<file path="config.mk">
export PLATFORM = sky130hd
export DESIGN_NAME = uart_rx_line_fifo
export DESIGN_NICKNAME = d
export VERILOG_FILES = /design/src/rtl/uart_pkg.sv /design/src/rtl/sync_fifo.sv /design/src/rtl/uart_rx_line_fifo.sv
export SDC_FILE = /design/constraint.sdc
export NUM_CORES = 1
export LEC_CHECK = 0
export ABC_AREA = 1
export BUFFER_PORTS_ARGS = -buffer_cell sky130_fd_sc_hd__buf_2
export CELL_PAD_IN_SITES_DETAIL_PLACEMENT = 1
export CELL_PAD_IN_SITES_GLOBAL_PLACEMENT = 1
export CORE_MARGIN = 3
export CORE_UTILIZATION = 40
export CTS_CLUSTER_SIZE = 30
export DETAILED_ROUTE_END_ITERATION = 8
export PLACE_DENSITY_LB_ADDON = 0.2
export SLEW_MARGIN = 20
export SYNTH_ARGS = -nofsm -noshare
export SYNTH_HDL_FRONTEND = slang
export SYNTH_SLANG_ARGS = --single-unit
</file>
<file path="constraint.sdc">
create_clock -name clk -period 2.6 [get_ports clk]
set_input_delay 0.39 -clock clk [delete_from_list [all_inputs] [get_ports clk]]
set_output_delay 0.39 -clock clk [all_outputs]
set_load 0.01 [all_outputs]
</file>
<file path="src/rtl/uart_pkg.sv">
// Shared definitions for the UART receive path: bit-period calculation,
// receiver state encoding and the ASCII control codes used as line markers.
package uart_pkg;

    localparam logic [7:0] ASCII_LF = 8'h0A;
    localparam logic [7:0] ASCII_CR = 8'h0D;

    typedef enum logic [1:0] {
        IDLE  = 2'd0,
        START = 2'd1,
        DATA  = 2'd2,
        STOP  = 2'd3
    } rx_state_t;

    // Number of system clocks per serial bit (truncating division).
    function automatic int clks_per_bit(input int clk_freq, input int baud);
        return clk_freq / baud;
    endfunction

endpackage

</file>
<file path="src/rtl/sync_fifo.sv">
// Single-clock FIFO with show-ahead read. Occupancy is tracked with a
// registered count; full and empty are derived from that count so that
// equal pointers are never ambiguous.
module sync_fifo #(
    parameter int DATA_W = 8,
    parameter int DEPTH  = 16
) (
    input  logic                     clk,
    input  logic                     resetn,
    input  logic                     push,
    input  logic [DATA_W-1:0]        push_data,
    input  logic                     pop,
    output logic [DATA_W-1:0]        rd_data,
    output logic                     empty,
    output logic                     full,
    output logic [$clog2(DEPTH):0]   count,
    output logic                     push_acc,
    output logic                     pop_acc
);

    localparam int AW = $clog2(DEPTH);
    localparam logic [AW:0] FULL_CNT = (AW+1)'(DEPTH);

    logic [DATA_W-1:0] mem [DEPTH];
    logic [AW-1:0]     wr_ptr;
    logic [AW-1:0]     rd_ptr;
    logic [AW:0]       count_nxt;

    // A pop frees the head slot on the same edge, so a full FIFO still
    // accepts a push when a pop happens alongside it.
    assign pop_acc  = pop & ~empty;
    assign push_acc = push & (~full | pop_acc);

    // Empty FIFO presents zero rather than stale storage.
    assign rd_data = empty ? '0 : mem[rd_ptr];

    // Next occupancy from the accepted push/pop pair.
    always_comb begin
        count_nxt = count;
        case ({push_acc, pop_acc})
            2'b10:   count_nxt = count + 1'b1;
            2'b01:   count_nxt = count - 1'b1;
            default: count_nxt = count;
        endcase
    end

    // Pointers, occupancy and registered status flags.
    always_ff @(posedge clk or negedge resetn) begin
        if (!resetn) begin
            wr_ptr <= '0;
            rd_ptr <= '0;
            count  <= '0;
            empty  <= 1'b1;
            full   <= 1'b0;
        end else begin
            if (push_acc) wr_ptr <= wr_ptr + 1'b1;
            if (pop_acc)  rd_ptr <= rd_ptr + 1'b1;
            count <= count_nxt;
            empty <= (count_nxt == '0);
            full  <= (count_nxt == FULL_CNT);
        end
    end

    // Storage write; contents are only observed through valid entries.
    always_ff @(posedge clk) begin
        if (push_acc) mem[wr_ptr] <= push_data;
    end

endmodule

</file>
<file path="src/rtl/uart_rx_line_fifo.sv">
// UART receiver front end: synchronizes RXD, deserializes 8N1 frames,
// queues bytes in a show-ahead FIFO and counts queued end-of-line bytes so
// firmware can tell when a complete line is waiting.
module uart_rx_line_fifo import uart_pkg::*; #(
    parameter int          CLK_FREQ = 25000000,
    parameter int          BAUD     = 115200,
    parameter int          DEPTH    = 16,
    parameter logic [7:0]  EOL      = ASCII_LF
) (
    input  logic                    clk,
    input  logic                    resetn,
    input  logic                    RXD,
    input  logic                    rd_en,
    input  logic                    clr_err,
    output logic [7:0]              rd_data,
    output logic                    empty,
    output logic                    full,
    output logic [$clog2(DEPTH):0]  count,
    output logic                    line_pending,
    output logic                    frame_err,
    output logic                    overrun
);

    localparam int CLKS_PER_BIT = clks_per_bit(CLK_FREQ, BAUD);
    localparam int HALF_BIT     = CLKS_PER_BIT / 2;
    localparam int BW           = $clog2(CLKS_PER_BIT);
    localparam int CW           = $clog2(DEPTH) + 1;
    localparam logic [BW-1:0] BAUD_LAST = BW'(CLKS_PER_BIT - 1);
    localparam logic [BW-1:0] BAUD_HALF = BW'(HALF_BIT);

    logic           rxd_meta;
    logic           rxs;

    rx_state_t      state, state_nxt;
    logic [BW-1:0]  baud_cnt, baud_nxt;
    logic [2:0]     bit_cnt, bit_nxt;
    logic [7:0]     shift_reg;
    logic           sample;
    logic           push_nxt;
    logic           push_p1;
    logic           ferr_set;

    logic           fifo_push_acc;
    logic           fifo_pop_acc;
    logic           eol_in;
    logic           eol_out;
    logic [CW-1:0]  eol_cnt, eol_nxt;
    logic           overrun_set;

    // Two-flop synchronizer; idles high like the line itself.
    always_ff @(posedge clk or negedge resetn) begin
        if (!resetn) begin
            rxd_meta <= 1'b1;
            rxs      <= 1'b1;
        end else begin
            rxd_meta <= RXD;
            rxs      <= rxd_meta;
        end
    end

    // Receiver control registers.
    always_ff @(posedge clk or negedge resetn) begin
        if (!resetn) begin
            state    <= IDLE;
            baud_cnt <= '0;
            bit_cnt  <= '0;
            push_p1  <= 1'b0;
        end else begin
            state    <= state_nxt;
            baud_cnt <= baud_nxt;
            bit_cnt  <= bit_nxt;
            push_p1  <= push_nxt;
        end
    end

    // Frame sequencing: mid-bit check of the start bit, then one sample per
    // bit period for the data and stop bits.
    always_comb begin
        state_nxt = state;
        baud_nxt  = baud_cnt;
        bit_nxt   = bit_cnt;
        sample    = 1'b0;
        push_nxt  = 1'b0;
        ferr_set  = 1'b0;
        unique case (state)
            IDLE: begin
                baud_nxt = '0;
                bit_nxt  = '0;
                if (!rxs) state_nxt = START;
            end
            START: begin
                if (baud_cnt == BAUD_HALF) begin
                    baud_nxt  = '0;
                    bit_nxt   = '0;
                    // Line back high at mid-start means it was a glitch.
                    state_nxt = rxs ? IDLE : DATA;
                end else begin
                    baud_nxt = baud_cnt + 1'b1;
                end
            end
            DATA: begin
                if (baud_cnt == BAUD_LAST) begin
                    baud_nxt = '0;
                    sample   = 1'b1;
                    if (bit_cnt == 3'd7) state_nxt = STOP;
                    else                 bit_nxt   = bit_cnt + 1'b1;
                end else begin
                    baud_nxt = baud_cnt + 1'b1;
                end
            end
            STOP: begin
                if (baud_cnt == BAUD_LAST) begin
                    baud_nxt  = '0;
                    state_nxt = IDLE;
                    if (rxs) push_nxt = 1'b1;
                    else     ferr_set = 1'b1;
                end else begin
                    baud_nxt = baud_cnt + 1'b1;
                end
            end
            default: state_nxt = IDLE;
        endcase
    end

    // Data shift register, LSB first; holds the byte until the push cycle.
    always_ff @(posedge clk) begin
        if (sample) shift_reg <= {rxs, shift_reg[7:1]};
    end

    sync_fifo #(
        .DATA_W (8),
        .DEPTH  (DEPTH)
    ) u_fifo (
        .clk       (clk),
        .resetn    (resetn),
        .push      (push_p1),
        .push_data (shift_reg),
        .pop       (rd_en),
        .rd_data   (rd_data),
        .empty     (empty),
        .full      (full),
        .count     (count),
        .push_acc  (fifo_push_acc),
        .pop_acc   (fifo_pop_acc)
    );

    // Only bytes actually stored or actually removed move the line count.
    assign eol_in      = fifo_push_acc & (shift_reg == EOL);
    assign eol_out     = fifo_pop_acc & (rd_data == EOL);
    assign overrun_set = push_p1 & ~fifo_push_acc;

    // Next EOL count from the stored/removed EOL pair.
    always_comb begin
        eol_nxt = eol_cnt;
        case ({eol_in, eol_out})
            2'b10:   eol_nxt = eol_cnt + 1'b1;
            2'b01:   eol_nxt = eol_cnt - 1'b1;
            default: eol_nxt = eol_cnt;
        endcase
    end

    // EOL count and its registered summary flag, aligned with FIFO status.
    always_ff @(posedge clk or negedge resetn) begin
        if (!resetn) begin
            eol_cnt      <= '0;
            line_pending <= 1'b0;
        end else begin
            eol_cnt      <= eol_nxt;
            line_pending <= (eol_nxt != '0);
        end
    end

    // Sticky error flags; a new error outranks a simultaneous clear.
    always_ff @(posedge clk or negedge resetn) begin
        if (!resetn) begin
            frame_err <= 1'b0;
            overrun   <= 1'b0;
        end else begin
            if (ferr_set)     frame_err <= 1'b1;
            else if (clr_err) frame_err <= 1'b0;
            if (overrun_set)  overrun   <= 1'b1;
            else if (clr_err) overrun   <= 1'b0;
        end
    end

endmodule
</file>
== Word-level counts from Yosys, hierarchy flattened ==
Memories as Yosys holds them, arrays and structs flattened.
Index checks and enable logic that the tools add are counted.

* Register bits: 47
* RAM bits: 128
* Bits of input ports: 5
* Output and inout bits: 18
* Logic and storage cells: 92
* Memories: 1

* Add/sub/neg operators: 8
* Equality and inequality tests: 19
* Mux-type cells: 30
* Bitwise logic cells: 9
* Reduce and logical (&&, ||, !) cells: 9

{| class="wikitable"
|+ Memory list
! memory !! words !! bits a word !! read ports !! clocked after memory_dff !! wr ports !! RTL line !! source
|-
| u_fifo.mem || 16 || 8 || 1 || 0 || 1 || sync_fifo.sv:24 || <nowiki>logic [DATA_W-1:0] mem [DEPTH];</nowiki>
|}

{| class="wikitable"
|+ Operators by type and width
! operator !! number
|-
| two-way mux 8 bit || 3
|-
| case mux 8 bit (3 select lines) || 1
|-
| case mux 5 bit (2 select lines) || 2
|-
| equality test 8 x 4 -> 1 bit, second input constant || 2
|-
| two-way mux 1 bit || 13
|-
| two-way mux 2 bit || 6
|-
| != test 2 bit, second input constant || 6
|-
| adder 5 x 1 -> 5 bit, second input constant || 2
|-
| subtractor 5 x 1 -> 5 bit, second input constant || 2
|-
| two-way mux 3 bit || 3
|-
| case mux 3 bit (3 select lines) || 1
|-
| adder 4 x 1 -> 4 bit, second input constant || 2
|-
| adder 8 x 1 -> 8 bit, second input constant || 1
|-
| equality test 2 bit, second input constant || 4
|-
| equality test 8 x 7 -> 1 bit, second input constant || 1
|-
| equality test 8 bit, second input constant || 1
|-
| case mux 2 bit (4 select lines) || 1
|-
| equality test 2 x 1 -> 1 bit, second input constant || 3
|-
| AND 1 bit || 5
|-
| equality test 5 bit, second input constant || 1
|-
| zero test 5 bit || 1
|-
| AND reduction 5 bit || 1
|-
| nonzero test 5 bit || 1
|-
| AND reduction 4 bit || 1
|-
| 8 further kinds || 11
|}

== Logic depth before layout (Yosys ltp) ==
* Depth in word-level cells: 8
* Mapped depth: 23
* Depth with buffers taken out: 21

== Hierarchy ==
From an unflattened synthesis, not the netlist that was laid out.

* Cells, all modules: 700
* Area, all modules: 7,691.1 sq um

{| class="wikitable"
|+ Modules (own cells, without submodules)
! module !! times used !! cells an instance !! area each (sq um) !! sequential area each (sq um)
|-
| sync_fifo || 1 || 528 || 6,078.3 || 4,220.3
|-
| uart_rx_line_fifo || 1 || 172 || 1,612.8 || 843.3
|}

== Least setup slack after synthesis ==
Ideal clock, no wire load.

* Path type: reg-to-reg
* Start point: register u_fifo.rd_ptr[0]
* End point: register line_pending
* Library setup time: 0.125 ns
* Arrival time: 2.589 ns
* Required time: 2.475 ns
* Setup slack: -0.113 ns
* Stages on the path, launching flop included: 22
* Path buffers: 3
* Period minus slack after synthesis: 2.713 ns
* Path through: dfrtp_1 > buf_4 > inv_2 > buf_6 > buf_6 > nand2_1 > nand2_1 > nand2_1 > nand3_1 > nand3_1 > nand2_1 > nor2_1 > nand3_1 > nor2_1 > ha_1 > fa_1 > a21oi_1 > o21bai_1 > a21oi_1 > o21ai_0 > xor2_1 > nand2_1

* Longest elaborated chain between the ends: 7
* Elaborated cells between the ends (all ways): 8
* Those cells by class: eq/ne: 3; mux: 2; bitwise: 1; reduce/logical: 1; memory: 1

{| class="wikitable"
|+ RTL lines
! what !! RTL line !! source
|-
| start, declared || sync_fifo.sv:26 || <nowiki>logic [AW-1:0] rd_ptr;</nowiki>
|-
| start signal, assigned || sync_fifo.sv:57 || <nowiki>if (pop_acc) rd_ptr <= rd_ptr + 1'b1;</nowiki>
|-
| memory (16 x 8 bit) * || - ||
|-
| two-way mux 8 bit * || sync_fifo.sv:35 || <nowiki>assign rd_data = empty ? '0 : mem[rd_ptr];</nowiki>
|-
| equality test 8 x 4 -> 1 bit * || uart_rx_line_fifo.sv:149 || <nowiki>assign eol_out = fifo_pop_acc & (rd_data == EOL);</nowiki>
|-
| AND 1 bit * || uart_rx_line_fifo.sv:149 ||
|-
| equality test 2 x 1 -> 1 bit / equality test 2 bit (equally long branches) || uart_rx_line_fifo.sv:155 || <nowiki>case ({eol_in, eol_out})</nowiki>
|-
| case mux 5 bit (2 select lines) * || uart_rx_line_fifo.sv:155 ||
|-
| nonzero test 5 bit * || uart_rx_line_fifo.sv:169 || <nowiki>line_pending <= (eol_nxt != '0);</nowiki>
|-
| end signal, assigned || uart_rx_line_fifo.sv:169 ||
|-
| end, declared || uart_rx_line_fifo.sv:19 || <nowiki>output logic line_pending,</nowiki>
|}

Mark *: on every way between the ends. The rest lies on a longest branch, timed or not.
A chain may end at the register's enable or synchronous reset.

== Final worst setup path ==
Same ends and word-level chain as after synthesis.

==> impl_metrics.env <==
export IMPL_yosysSeqAreaShare_pct=66.1
export IMPL_portBuffers=22
export IMPL_grt_pass1_wl_um=34000
export IMPL_yosysWarnings=0
export IMPL_hold_viol=24
export IMPL_diodes=0
export IMPL_grt_max_degree=31
export IMPL_drtPass1Iterations=5
export IMPL_critPathArrivalTime_ns=3.32
export IMPL_dieArea_sq_um=20800
export IMPL_post_route_util_pct=54.0
export IMPL_synth_flop_cell="edfxtp_1"
export IMPL_avgViaCountPerCell=5.23
export IMPL_start_util_pct=41.6
export IMPL_min_period_ns=3.01
export IMPL_p_leak_nw=4.17
export IMPL_gp_congestion=0.844
export IMPL_row_count=49
export IMPL_clock_skew_ns=0.0106
export IMPL_cp_required_ns=2.91
export IMPL_die_width_um=144
export IMPL_grt_usage_pct=21.8
export IMPL_multi_input_area_sq_um=2530
export IMPL_report_final_slew_viol_count=0
export IMPL_status="finished, violations left"
export IMPL_wire_per_inst_um=20.7
export IMPL_place_ws_ns=-0.601
export IMPL_largest_reg_flops=128
export IMPL_drt_iter0_drc=468
export IMPL_clock_latency_ns=0.43
export IMPL_whs_ns=-0.0126
export IMPL_ir_drop_mv=0.708
export IMPL_synth_area_top_cells="edfxtp_1, dfrtp_1, nand2_1, nand3_1, nor2_1"
export IMPL_coreArea_sq_um=18400
export IMPL_clock_sinks=175
export IMPL_regArea_sq_um=5060
export IMPL_synth_cell_type_count=31
export IMPL_crit_type="register to register"
export IMPL_postSynthCellCount=720
export IMPL_path_max_fanout=6
export IMPL_cts_root_buf="clkbuf_16"
export IMPL_fillers=1959
export IMPL_power_per_cell_area_nw_per_um2=1070
export IMPL_layout_common_cells="nand2_1, edfxtp_1, buf_4"
export IMPL_netlist_top_cell_by_area="edfxtp_1"
export IMPL_tightest_slew_ns=0.696
export IMPL_violations="negative hold slack, negative setup slack"
export IMPL_antenna_found_initial=0
export IMPL_min_period_over_period_pct=116
export IMPL_drc=0
export IMPL_hold_path_class="input port to asynchronous set/reset pin"
export IMPL_rsz0062_at_grt="true"
export IMPL_tritoncts="done"
export IMPL_wirelength_um=22300
export IMPL_area_delta_synth_final_pct=29.7
export IMPL_critPathLaunchType="register"
export IMPL_final_common_cell="nand2_1"
export IMPL_synth_nets=744
export IMPL_synth_edf_count=136
export IMPL_die_height_um=144
export IMPL_final_setup_viol_count=9
export IMPL_syn_area_sq_um=7650
export IMPL_dpl_cell_area_sq_um=8560
export IMPL_hpwl_um=14200
export IMPL_fmax_mhz=332
export IMPL_synth_top_cell_area_share_pct=53.4
export IMPL_synthArstFlopShare_pct=22.3
export IMPL_grt_pass1_vias=6085
export IMPL_cts_hold_buf=0
export IMPL_num_vias=5652
export IMPL_ant_nets=0
export IMPL_fin_area_sq_um=9920
export IMPL_io_pins=23
export IMPL_slew_headroom_pct=53.4
export IMPL_nNetsFinal=862
export IMPL_htreeDepth=4
export IMPL_synth_seq_cells=175
export IMPL_setup_ws_ns=-0.412
export IMPL_numCtsBuffers=17
export IMPL_cp_end_kind="register"
export IMPL_grt_overflow_total=0
export IMPL_drive_gt1_share_pct=28.2
export IMPL_cts_clk_slew_worst_paths_ns=0.07
export IMPL_syn_avg_cell_area_sq_um=10.6
export IMPL_clockBufferDepth=2
export IMPL_cap_violations=0
==> worst paths after layout <==
path                             startpoint                to  slack (ns)  cells past startpoint
setup / recovery           u_fifo.rd_ptr[0]      line_pending       -0.41                     21
hold / removal                       resetn  u_fifo.wr_ptr[1]       -0.01                      1
setup reg to reg           u_fifo.rd_ptr[0]      line_pending       -0.41                     21
hold reg to reg                    rxd_meta               rxs        0.36                      0
max in group asynchronous            resetn      line_pending        1.98                      2
min in group clk                        RXD          rxd_meta        0.05                      1
==> synthesized netlist by cell type (all sizes together) (9+ instances only) <==
library cell    n
nor2           86
o21ai          41
xor2           11
buf            23
dfrtp          36
inv            75
nand2         171
ha             17
edfxtp        136
a21oi          12
nand3          73
o211ai          9
==> what timing repair did <==
action | in CTS | in global routing
pin swaps | 12 | 16
gates resized for setup | 66 | 55
endpoints found under the hold margin | 0 | 0
setup buffers | 16 | 4
cloned | 3 | 4
endpoints found under the setup margin | 13 | 16
==> critical path: stages (launching register included) <==
cell and delay [ns]:
dfrtp_2 0.44, buf_12 0.17, buf_12 0.14, buf_4 0.14, nand2_2 0.06, nand2_2 0.05
nand2_2 0.06, nand3_2 0.09, nand3_2 0.09, nand2_2 0.06, inv_2 0.08, nor2_4 0.04
nand3_2 0.08, nor2_4 0.04, ha_4 0.18, fa_2 0.40, a21oi_4 0.17, o21bai_4 0.10
a21oi_2 0.14, o21ai_2 0.07, xor2_1 0.19, nand2_1 0.07
==> stage by stage <==
step	total power [W]	setup TNS [ns]	instances
2_1_floorplan	0.00512	-0.00268	720
4_1_cts	0.00991	-1.05	1072
3_3_place_gp	0.00652	-1.50	1021
5_1_grt	0.0111	-2.91	1080
3_5_place_dp	0.00662	-1.94	1021
6_report	0.0106	-1.66	1080
==> routing by layer <==
layer	routed length (um)	up-vias	share of wire, %	global-route usage [%]
met5	0	-	0	0
met4	547	0	2.4	7.71
met3	687	45	3.1	3.67
met2	11300	123	51	37.0
met1	9770	2845	44	28.5
li1	-	2639	-	-
==> logic make-up (layout without fill, tap and decap cells) <==
logic type                 count (synthesis)  count (layout)  synth area share [%]
AOI/OAI and AO/OA                         65              65                  4.64
xor gates and xnor gates                  16              16                  1.83
adders and majority gates                 19              19                  3.30
buffers and inverters                    103             234                  5.69
DFF                                      175             175                  66.1
and+or+nand+nor                          342             342                  18.4
==> report_power, final <==
| part | switching, W | internal, W |
|---|---|---|
| logic | 0.00267 | 0.00223 |
| clock network | 0.00108 | 0.00139 |
| registers | 0.000106 | 0.00309 |
| total | 0.00386 | 0.00672 |
==> layout make-up <==
type                       count  area share (%)
clock buffer                  25            5.22
clock inverter                 7           0.492
inverter                      77            3.08
multi-input combinational    442            25.5
sequential                   175            51.0
tap                          229            2.89
timing repair buffer         124            11.7
timing repair inverter         1          0.0883
No activity file was read; power rests on OpenSTA's default activity.
